==> config.mk <==
export PLATFORM = sky130hd
export DESIGN_NAME = display_cmd_parser
export DESIGN_NICKNAME = d
export VERILOG_FILES = /design/src/rtl/display_pkg.sv /design/src/rtl/display_cmd_parser.sv
export SDC_FILE = /design/constraint.sdc
export NUM_CORES = 1
export LEC_CHECK = 0
export ABC_AREA = 1
export CAP_MARGIN = 25
export CORE_MARGIN = 5
export CORE_UTILIZATION = 55
export CTS_BUF_LIST = sky130_fd_sc_hd__clkbuf_4 sky130_fd_sc_hd__clkbuf_8
export CTS_CLUSTER_SIZE = 8
export DETAILED_ROUTE_END_ITERATION = 6
export PLACE_DENSITY = 0.84
export SLEW_MARGIN = 20
export SYNTH_ARGS = -nofsm -noshare
export SYNTH_HDL_FRONTEND = slang
export SYNTH_SLANG_ARGS = --single-unit
==> constraint.sdc <==
create_clock -name clk -period 2.2 [get_ports clk]
set_clock_uncertainty 0.1 [all_clocks]
set_input_delay 0.22 -clock clk [delete_from_list [all_inputs] [get_ports clk]]
set_output_delay 0.22 -clock clk [all_outputs]
set_load 0.01 [all_outputs]
==> src/rtl/display_pkg.sv <==
// Shared definitions for the display controller command path: command codes and parser states.
package display_pkg;

    localparam logic [7:0] CMD_WRITE  = 8'h01;
    localparam logic [7:0] CMD_BRIGHT = 8'h02;
    localparam logic [7:0] CMD_SWAP   = 8'h03;

    localparam logic [2:0] ST_IDLE       = 3'd0;
    localparam logic [2:0] ST_ADDR_HI    = 3'd1;
    localparam logic [2:0] ST_ADDR_LO    = 3'd2;
    localparam logic [2:0] ST_PIXELS     = 3'd3;
    localparam logic [2:0] ST_BRIGHT     = 3'd4;
    localparam logic [2:0] ST_SWAP_ARMED = 3'd5;
    localparam logic [2:0] ST_DISCARD    = 3'd6;

    typedef enum logic [2:0] {
        StIdle      = ST_IDLE,
        StAddrHi    = ST_ADDR_HI,
        StAddrLo    = ST_ADDR_LO,
        StPixels    = ST_PIXELS,
        StBright    = ST_BRIGHT,
        StSwapArmed = ST_SWAP_ARMED,
        StDiscard   = ST_DISCARD
    } state_e;

endpackage

==> src/rtl/display_cmd_parser.sv <==
// Decodes the SPI byte stream into framebuffer writes, brightness updates and swap pulses.
// Define DISPLAY_CMD_PARSER_ERR_COUNT_EN to add the saturating rejected-command counter.
module display_cmd_parser
    import display_pkg::*;
#(
    parameter int unsigned ADDR_WIDTH   = 11,
    parameter logic [7:0]  BRIGHT_RESET = 8'h80
) (
    input  logic                  clk,
    input  logic                  rst,
    input  logic [7:0]            data,
    input  logic                  valid,
    input  logic                  sot,
    input  logic                  eot,
    output logic [ADDR_WIDTH-1:0] fb_addr,
    output logic [7:0]            fb_wdata,
    output logic                  fb_we,
    output logic [7:0]            brightness,
    output logic                  swap,
    output logic                  busy
`ifdef DISPLAY_CMD_PARSER_ERR_COUNT_EN
    ,
    output logic [7:0]            err_count
`endif
);

    state_e                state_q, state_d;
    logic [ADDR_WIDTH-1:0] addr_q, addr_d;
    logic [7:0]            hi_q, hi_d;
    logic [ADDR_WIDTH-1:0] fb_addr_q, fb_addr_d;
    logic [7:0]            fb_wdata_q, fb_wdata_d;
    logic                  fb_we_q, fb_we_d;
    logic [7:0]            bright_q, bright_d;
    logic                  swap_q, swap_d;
    logic                  err_inc;

    always_comb begin
        state_d    = state_q;
        addr_d     = addr_q;
        hi_d       = hi_q;
        fb_addr_d  = fb_addr_q;
        fb_wdata_d = fb_wdata_q;
        fb_we_d    = 1'b0;
        bright_d   = bright_q;
        swap_d     = 1'b0;
        err_inc    = 1'b0;

        if (valid && sot) begin
            // A start-of-transaction byte always re-decodes, whatever was in progress.
            unique case (data)
                CMD_WRITE:  state_d = StAddrHi;
                CMD_BRIGHT: state_d = StBright;
                CMD_SWAP:   state_d = StSwapArmed;
                default: begin
                    state_d = StDiscard;
                    err_inc = 1'b1;
                end
            endcase
        end else if (valid) begin
            unique case (state_q)
                StIdle: begin
                    state_d = StDiscard;
                    err_inc = 1'b1;
                end
                StAddrHi: begin
                    hi_d    = data;
                    state_d = StAddrLo;
                end
                StAddrLo: begin
                    addr_d  = ADDR_WIDTH'({hi_q, data});
                    state_d = StPixels;
                end
                StPixels: begin
                    fb_we_d    = 1'b1;
                    fb_addr_d  = addr_q;
                    fb_wdata_d = data;
                    addr_d     = addr_q + 1'b1;
                end
                StBright: begin
                    bright_d = data;
                    state_d  = StDiscard;
                end
                StSwapArmed: begin
                    state_d = StDiscard;
                    err_inc = 1'b1;
                end
                default: ;
            endcase
        end else if (eot && state_q == StSwapArmed) begin
            swap_d = 1'b1;
        end

        // Any byte on the same cycle has already been handled above.
        if (eot) begin
            state_d = StIdle;
        end
    end

    always_ff @(posedge clk or posedge rst) begin
        if (rst) begin
            state_q    <= StIdle;
            addr_q     <= '0;
            hi_q       <= '0;
            fb_addr_q  <= '0;
            fb_wdata_q <= '0;
            fb_we_q    <= 1'b0;
            bright_q   <= BRIGHT_RESET;
            swap_q     <= 1'b0;
        end else begin
            state_q    <= state_d;
            addr_q     <= addr_d;
            hi_q       <= hi_d;
            fb_addr_q  <= fb_addr_d;
            fb_wdata_q <= fb_wdata_d;
            fb_we_q    <= fb_we_d;
            bright_q   <= bright_d;
            swap_q     <= swap_d;
        end
    end

    assign fb_addr    = fb_addr_q;
    assign fb_wdata   = fb_wdata_q;
    assign fb_we      = fb_we_q;
    assign brightness = bright_q;
    assign swap       = swap_q;
    assign busy       = (state_q != StIdle);

`ifdef DISPLAY_CMD_PARSER_ERR_COUNT_EN
    logic [7:0] err_q, err_d;

    always_comb begin
        err_d = err_q;
        if (err_inc && err_q != 8'hFF) begin
            err_d = err_q + 8'd1;
        end
    end

    always_ff @(posedge clk or posedge rst) begin
        if (rst) begin
            err_q <= '0;
        end else begin
            err_q <= err_d;
        end
    end

    assign err_count = err_q;
`else
    logic unused_err_inc;
    assign unused_err_inc = err_inc;
`endif

endmodule

==> results, run 1 <==
- The number of clock sinks is 46.
- For flop-to-flop paths, the worst setup slack is 0.52 ns.
- The headroom to the max-slew limit is 46.4%.
- The longest clock path from root to sink contains 2 buffers.
- The most critical setup path has its endpoint at busy.
- In this run, post-CTS repair resized a total of 0 instances.
- The first global-routing pass estimated 8690 µm of wire.
- In the final routed layout, each cell accounts on average for 14.2 µm.
- Entering global routing, the biggest net connects 38 pins.
- The number of global-route vias before repair is 1931.
- The clock buffer count from CTS is 5.
- The run finished with clean final reports.
- Power spread over the standard cell area amounts to 971 nW/µm².
- By area the synthesized netlist is led by dfrtp_1, nand2_1, o21ai_2, inv_1, nand3_1.
- The global-route met1 utilization is 26.5%.
- The standard cell area after detailed placement is 2740 µm².
- Compared with the post-synthesis result, the final layout area differs by 24.4%.
- Summing every instance area after synthesis gives 2300 µm².
- The met3 demand-to-capacity share in global routing is 4.27%.
- In this run the worst hold path is classified as primary input to asynchronous set/reset pin.
- The clock insertion delay at the later pin of the skew report is 0.30 ns.
- The worst setup path is captured at an output port.
- The post-synthesis register bit count is 46.
- Summed over its instances, the top area cell type makes up 49.0% of the synthesized netlist area.
- The floorplan step defined a core boundary enclosing 4030 µm².
- The worst-case hold slack is 0.169 ns.
- Subtracting the final worst setup slack from the clock period gives 1.85 ns.
- OpenSTA, run right after detailed placement, puts the worst setup slack at 0.284 ns.
- The slew at the pin closest to its max-slew limit is 0.799 ns.
- Setup repair after global routing left no endpoint under its margin.
- The net count reported at finish is 326.
- For this run, the top clock speed supported by timing is 540 MHz.
- The worst-case IR drop observed on VDD is 0.612 mV.
- The master cell of the clock root buffer is clkbuf_8.
- The number of max-cap violations is 0.
- The routed layout has 1921 vias.
- By startpoint and endpoint, the worst setup path is classified as flop to output port.
- Of the cells placed in the final design, the portion with a size suffix greater than 1 is 16.3%.
- The max-slew violation total from the final report was 0.
- The area enclosed by the die boundary is 5570 µm².
- Data on the critical path arrives at its endpoint at 1.53 ns.
- The clock share of power is 22.8%.
- The average instance in the mapped netlist occupies 8.57 µm².
- Sequential elements use 50.2% of the synthesized area.
- Setup violations remaining at the end of the flow were counted as 0.
- The final hold violation count is 0.
- Buffers placed on the I/O ports in this run total 42.
- The count of nets left with antenna violations once routing finished came out at 0.
- In this run, flip-flops and latches consume 45.1% of the power.
- Summed over all layers, the global routing overflow is 0.
- The number of hold buffers added after CTS was 0.
- The number of levels in the clock H-tree is 2.
- The number of antenna cells inserted is 0.
- The final layout contains routed wiring with a total length of 5160 µm.
- The worst register-to-register path ends at addr_q[2]$_DFFE_PP0P_.
- Once the floorplan was initialized, standard cells occupied 57.0% of the core.
- Summed over all instances, the cell type with the most area after synthesis is dfrtp_1.
- The worst-path maximum fanout is 6.
- The library cell used most frequently in the layout, excluding fill and tap cells, is nand2_1.
- The estimated wirelength of the detail-placed design is 3680 µm.
- The via-per-instance ratio is 5.29.
- In the global route stage, overall resource usage came out at 20.5%.
- The worst setup path startpoint is state_q[2]$_DFFE_PP0P_.
- The buffer count from post-CTS setup fixing is 0.
- The synthesized netlist contains 28 unique library cells.
- The final setup TNS is 0 ns.
- In this run, the number of DRC markers left after iteration 0 of detailed routing was 168.
- During I/O placement, the number of pins put on the boundary was 43.
- The first-pass iteration count of the detailed router is 4.
- The internal portion of total power is 1.88 mW.
- The die is 74.6 µm wide.
- Of the total power, the share spent switching nets is 32.4%.
- The global-route met2 utilization is 34.2%.
- The cell row count is 23.
- Synthesis handed over a netlist of 268 instances.
- When the netlist entered floorplanning its net count stood at 282.
- The most crowded layer after global routing is met2.
- The worst register-to-register path has a depth of 6.
- The proportion of power drawn by combinational gates is 32.0%.
- The number of design rule violations left after detail routing is 0.
- The number of synthesis warnings is 0.
- The height of the chip is 74.6 µm.
- The leakage component of the power is 1.36 nW.
- Data on the critical path is required at its endpoint by 1.88 ns.
- The finished layout cell area is 2860 µm².
- The critical path launch point type is a flop.
- TritonCTS built the clock tree.
- The library cells used most frequently in the layout, excluding fill and tap cells, are nand2_1, dfrtp_1, clkdlybuf4s50_1, inv_1.
- The worst setup slack after layout is 0.347 ns.
- The final critical path takes up 84.2% of the cycle.
- The clock slew seen by the registers of the worst setup and hold paths is 0.09 ns.
- The number of antenna violations at the first check in global routing came to 0.
- The reg-to-reg startpoint is state_q[2]$_DFFE_PP0P_.
- Routability-driven placement finished with a final weighted congestion of 0.870.
- In this run the power spent charging and discharging nets is 0.898 mW.
-- cells in the mapped netlist (all sizes together) --
cell	instances
o21ai	43
nor2	24
inv	35
ha	1
nor4	1
buf	6
o22ai	3
xor2	1
nor3	1
nand3	19
dfstp	1
dfrtp	45
a21oi	5
o211ai	1
nand2	79
nand4	3
-- metrics by stage --
| stage | util, % | total power, mW | instances |
|---|---|---|---|
| CTS | 70.9 | 2.79 | 363 |
| finish | 70.9 | 2.77 | 363 |
| floorplan | - | 1.71 | 268 |
| global placement | 68.0 | 2.12 | 355 |
| global route | 70.9 | 2.94 | 363 |
| detailed placement | 68.0 | 2.15 | 355 |
-- final cells by class --
cell class	count	area (µm²)
Clock buffer	5	68.8
Clock inverter	3	45.0
Fill cell	336	1170
Inverter	35	134
Multi-Input combinational cell	181	952
Sequential cell	46	1150
Tap cell	50	62.6
Timing Repair Buffer	43	440
-- power groups by stage --
stage / Combinational (mW) / Sequential (mW) / Clock, mW
6_report: 0.888 / 1.25 / 0.633
5_1_grt: 0.981 / 1.29 / 0.669
4_1_cts: 0.901 / 1.25 / 0.640
3_5_place_dp: 0.892 / 1.26 / 0
3_3_place_gp: 0.868 / 1.25 / 0
2_1_floorplan: 0.402 / 1.31 / 0
-- worst max-delay path, cell delays in order (launching register included) --
cell and delay (ns):
dfrtp_1 0.48, inv_1 0.12, nand2_1 0.09, clkdlybuf4s50_1 0.53
-- logic make-up after synthesis --
family | count (synthesis) | synth area share [%]
flip-flops | 46 | 50.2
AO/OA/AOI/OAI | 52 | 14.6
AND/OR/NAND/NOR | 127 | 26.0
XOR/XNOR | 1 | 0.382
adder cells (fa/ha/maj) | 1 | 0.545
buffers and inverters | 41 | 8.34
-- flip-flops by register name, summed over array words and instances (netlist names) --
signal	flops
hi_q	3
fb_wdata	8
addr_q	11
fb_we	1
state_q	3
fb_addr	11
brightness	8
swap	1
-- per-layer routing --
| layer | share of wire (%) | vias up |
|---|---|---|
| met3 | 7.0 | 9 |
| met1 | 42 | 896 |
| met2 | 49 | 70 |
| li1 | - | 946 |
| met5 | 0 | - |
| met4 | 1.6 | 0 |
-- how the worst min path moves through the flow --
stage | from | end | slack [ns]
floorplan | eot | swap$_DFF_PP0_ | 0.26
global placement | fb_addr[6]$_DFFE_PP0P_ | fb_addr[6]$_DFFE_PP0P_ | 0.36
detailed placement | hi_q[2]$_DFFE_PP0P_ | hi_q[2]$_DFFE_PP0P_ | 0.37
CTS | rst | fb_wdata[3]$_DFFE_PP0P_ | 0.18
global route | rst | fb_wdata[3]$_DFFE_PP0P_ | 0.22
finish | rst | fb_wdata[5]$_DFFE_PP0P_ | 0.17
Note: power is estimated with default switching activity, not from simulation.
==> run 2: changes to the inputs <==
CORE_UTILIZATION = 49   (was 55)
PLACE_DENSITY = 0.79   (was 0.84)
clock period = 1.7 ns   (was 2.2 ns; I/O delays follow)
==> results, run 2 (same netlist as run 1, synthesis figures left out) <==
- Outcome: finished clean (unchanged).
- The total power was 3.49 mW (was 2.77 mW).
- The net count reported at finish is 340 (was 326).
- The required arrival time at the worst endpoint is 1.43 ns (was 1.88 ns).
- The standard cell area after detailed placement is 2800 µm² (was 2740 µm²).
- The finished layout cell area is 2960 µm² (was 2860 µm²).
- The number of port buffers came to 42 (unchanged).
- The routability congestion estimate from global placement is 0.848 (was 0.870).
- RSZ-0062 raised after global routing: false (unchanged).
- The layout cell share with drive strength beyond 1 is 20.8% (was 16.3%).
- The number of max-cap violations is 0 (unchanged).
- The number of levels in the clock H-tree is 2 (unchanged).
- The synthesis-to-finish area growth is 29.0% (was 24.4%).
- The number of violations reported at the end of detailed-routing iteration 0 was 186 (was 168).
- The largest stage delay on the critical path came to 0.53 ns (about the same).
- The final period utilization is 95.8%.
- The final period demand of the worst path is 1.63 ns.
- The reg-to-reg startpoint is state_q[2]$_DFFE_PP0P_ (unchanged).
- The worst-path maximum fanout is 2 (was 6).
- The start-to-end type of the worst setup path is flop to output port (unchanged).
- The slew at the pin closest to its max-slew limit is 0.502 ns (was 0.799 ns).
- The end-of-flow core utilization is 64.0% (was 70.9%).
- The max-slew violation total from the final report is 0 (unchanged).
- The count of pins on the block boundary is 43 (unchanged).
- The kind of cell adding the most delay to the critical path is flip-flops (was buffers and inverters).
- The number of buffer and inverter instances along the worst setup path is 1 (was 2).
- The worst path arrival time is 1.36 ns (was 1.53 ns).
- The sum of routed wire length over all layers is 4960 µm (was 5160 µm).
- The final setup TNS came to 0 ns (unchanged).
- The wire length per cell is 13.0 µm (was 14.2 µm).
- The final cell count without fillers is 381 (was 363).
- The largest net degree at the start of global routing was 47 (was 38).
- The height of the chip is 78.5 µm (was 74.6 µm).
- The cell type of the slowest stage on the worst timing path was dfstp_2 (was clkdlybuf4s50_1).
- The leakage component of the power was 1.43 nW (was 1.36 nW).
- The worst-case clock buffer depth is 2 (unchanged).
- The number of design rule violations left after detail routing is 0 (unchanged).
- The number of instances in the placed design was 366 (was 355).
- The worst-case vdd ir drop is 0.752 mV (was 0.612 mV).
- The master cell of the clock root buffer is clkbuf_8 (unchanged).
- The area enclosed by the die boundary is 6150 µm² (was 5570 µm²).
- The TritonCTS clock tree was yes (unchanged).
- The starting density of the core is 49.6% (was 57.0%).
- The wire length of the first global-routing pass was 8290 µm (was 8690 µm).
- The final hold violation count was 0 (unchanged).
- The path class of the lowest-slack min-delay path was primary input to asynchronous set/reset pin (unchanged).
- The headroom to the max-slew limit is 66.5% (was 46.4%).
- The via-per-instance ratio came to 5.01 (was 5.29).
- The worst setup path startpoint is brightness[7]$_DFFE_PP1P_ (was state_q[2]$_DFFE_PP0P_).
- The number of antenna-violating nets in the routed design came to 0 (unchanged).
- The placeable core region came to 4630 µm² (was 4030 µm²).
- The total global-route track usage is 17.1% (was 20.5%).
- The number of antenna violations at the first check in global routing is 0 (unchanged).
- The final number of setup-violating endpoints is 0 (unchanged).
- The cell row count is 25 (was 23).
- The type of element capturing the critical path is an output port (unchanged).
- The total congestion overflow is 0 (unchanged).
- The commonest non-fill, non-tap cell in the layout was nand2_1 (unchanged).
- The first-pass iteration count of the detailed router is 4 (unchanged).
- The number of antenna cells inserted is 0 (unchanged).
- For this run, the top clock speed supported by timing is 614 MHz.
- The clock slew seen by the registers of the worst setup and hold paths is 0.08 ns (was 0.09 ns).
- The number of clock sinks is 46 (unchanged).
- The power density relative to cell area is 1180 nW/µm² (was 971 nW/µm²).
- The number of global-route vias before repair is 1764 (was 1931).
- Highest-count cells in the layout ignoring fill and taps: nand2_1, dfrtp_1, clkdlybuf4s50_1, inv_1 (unchanged).
- The clock buffer count from CTS is 5 (unchanged).
- The clock insertion delay at the later pin of the skew report came to 0.30 ns (about the same).
- The estimated wirelength of the detail-placed design is 3620 µm (was 3680 µm).
- The critical path launch point type is a flop (unchanged).
- Crit path cell chain: clkdlybuf4s50_1 (was inv_1 > nand2_1 > clkdlybuf4s50_1).
- The die extent in x is 78.5 µm (was 74.6 µm).
- The number of vias after detailed routing is 1907 (was 1921).
run 2: cell count changes in the layout (fill, tap and decap cells not counted), moves of 2 or more:
cell        change
dfrtp_1         -3
clkinvlp_4      -2
buf_4          +13
dfrtp_2         +3
run 2: repair_timing:
action | 4_1_cts | 5_1_grt
resized for setup | 4 | 0
pin swaps | 0 | 1
hold buffers | 0 | 0
setup buffers | 2 | 5
setup endpoints to repair | 1 | 1
run 2: per-stage QoR:
step                setup slack [ns]  hold slack [ns]
finish                        0.0708            0.111
global placement              0.0424            0.366
CTS                           0.0620            0.123
floorplan                      0.342            0.207
global route                  0.0230            0.150
detailed placement            0.0177            0.368
run 2: power breakdown:
| group | switching, mW | total, mW | internal, mW |
|---|---|---|---|
| registers | 0.208 | 1.61 | 1.40 |
| clock network | 0.364 | 0.708 | 0.344 |
| logic | 0.567 | 1.18 | 0.611 |
| total | 1.14 | 3.49 | 2.35 |
run 2: cell type report:
| cell class | instances | area (µm²) |
|---|---|---|
| timing repair buffer | 57 | 557 |
| sequential | 46 | 1160 |
| multi-input combinational | 181 | 952 |
| clock inverter | 1 | 5.00 |
| tap | 54 | 67.6 |
| fill | 425 | 1670 |
| clock buffer | 7 | 90.1 |
| inverter | 35 | 134 |
run 2: layer usage:
| layer | routed length [µm] | track usage (%) | vias up |
|---|---|---|---|
| met5 | 0 | 0 | - |
| met4 | 62 | 3.67 | 0 |
| met3 | 266 | 4.47 | 8 |
| met2 | 2480 | 29.1 | 45 |
| met1 | 2150 | 21.9 | 880 |
| li1 | - | - | 974 |
run 2: path summary, 6_finish.rpt:
| kind | end | slack, ns | depth (start not counted) |
|---|---|---|---|
| max reg2reg | fb_addr[2]$_DFFE_PP0P_ | 0.15 | 7 |
| min | fb_wdata[6]$_DFFE_PP0P_ | 0.11 | 3 |
| max | brightness[7] | 0.07 | 1 |
| max in group asynchronous | brightness[7]$_DFFE_PP1P_ | 1.13 | 3 |
| min reg2reg | fb_addr[4]$_DFFE_PP0P_ | 0.39 | 2 |
| min in group clk | fb_addr[4]$_DFFE_PP0P_ | 0.39 | 2 |
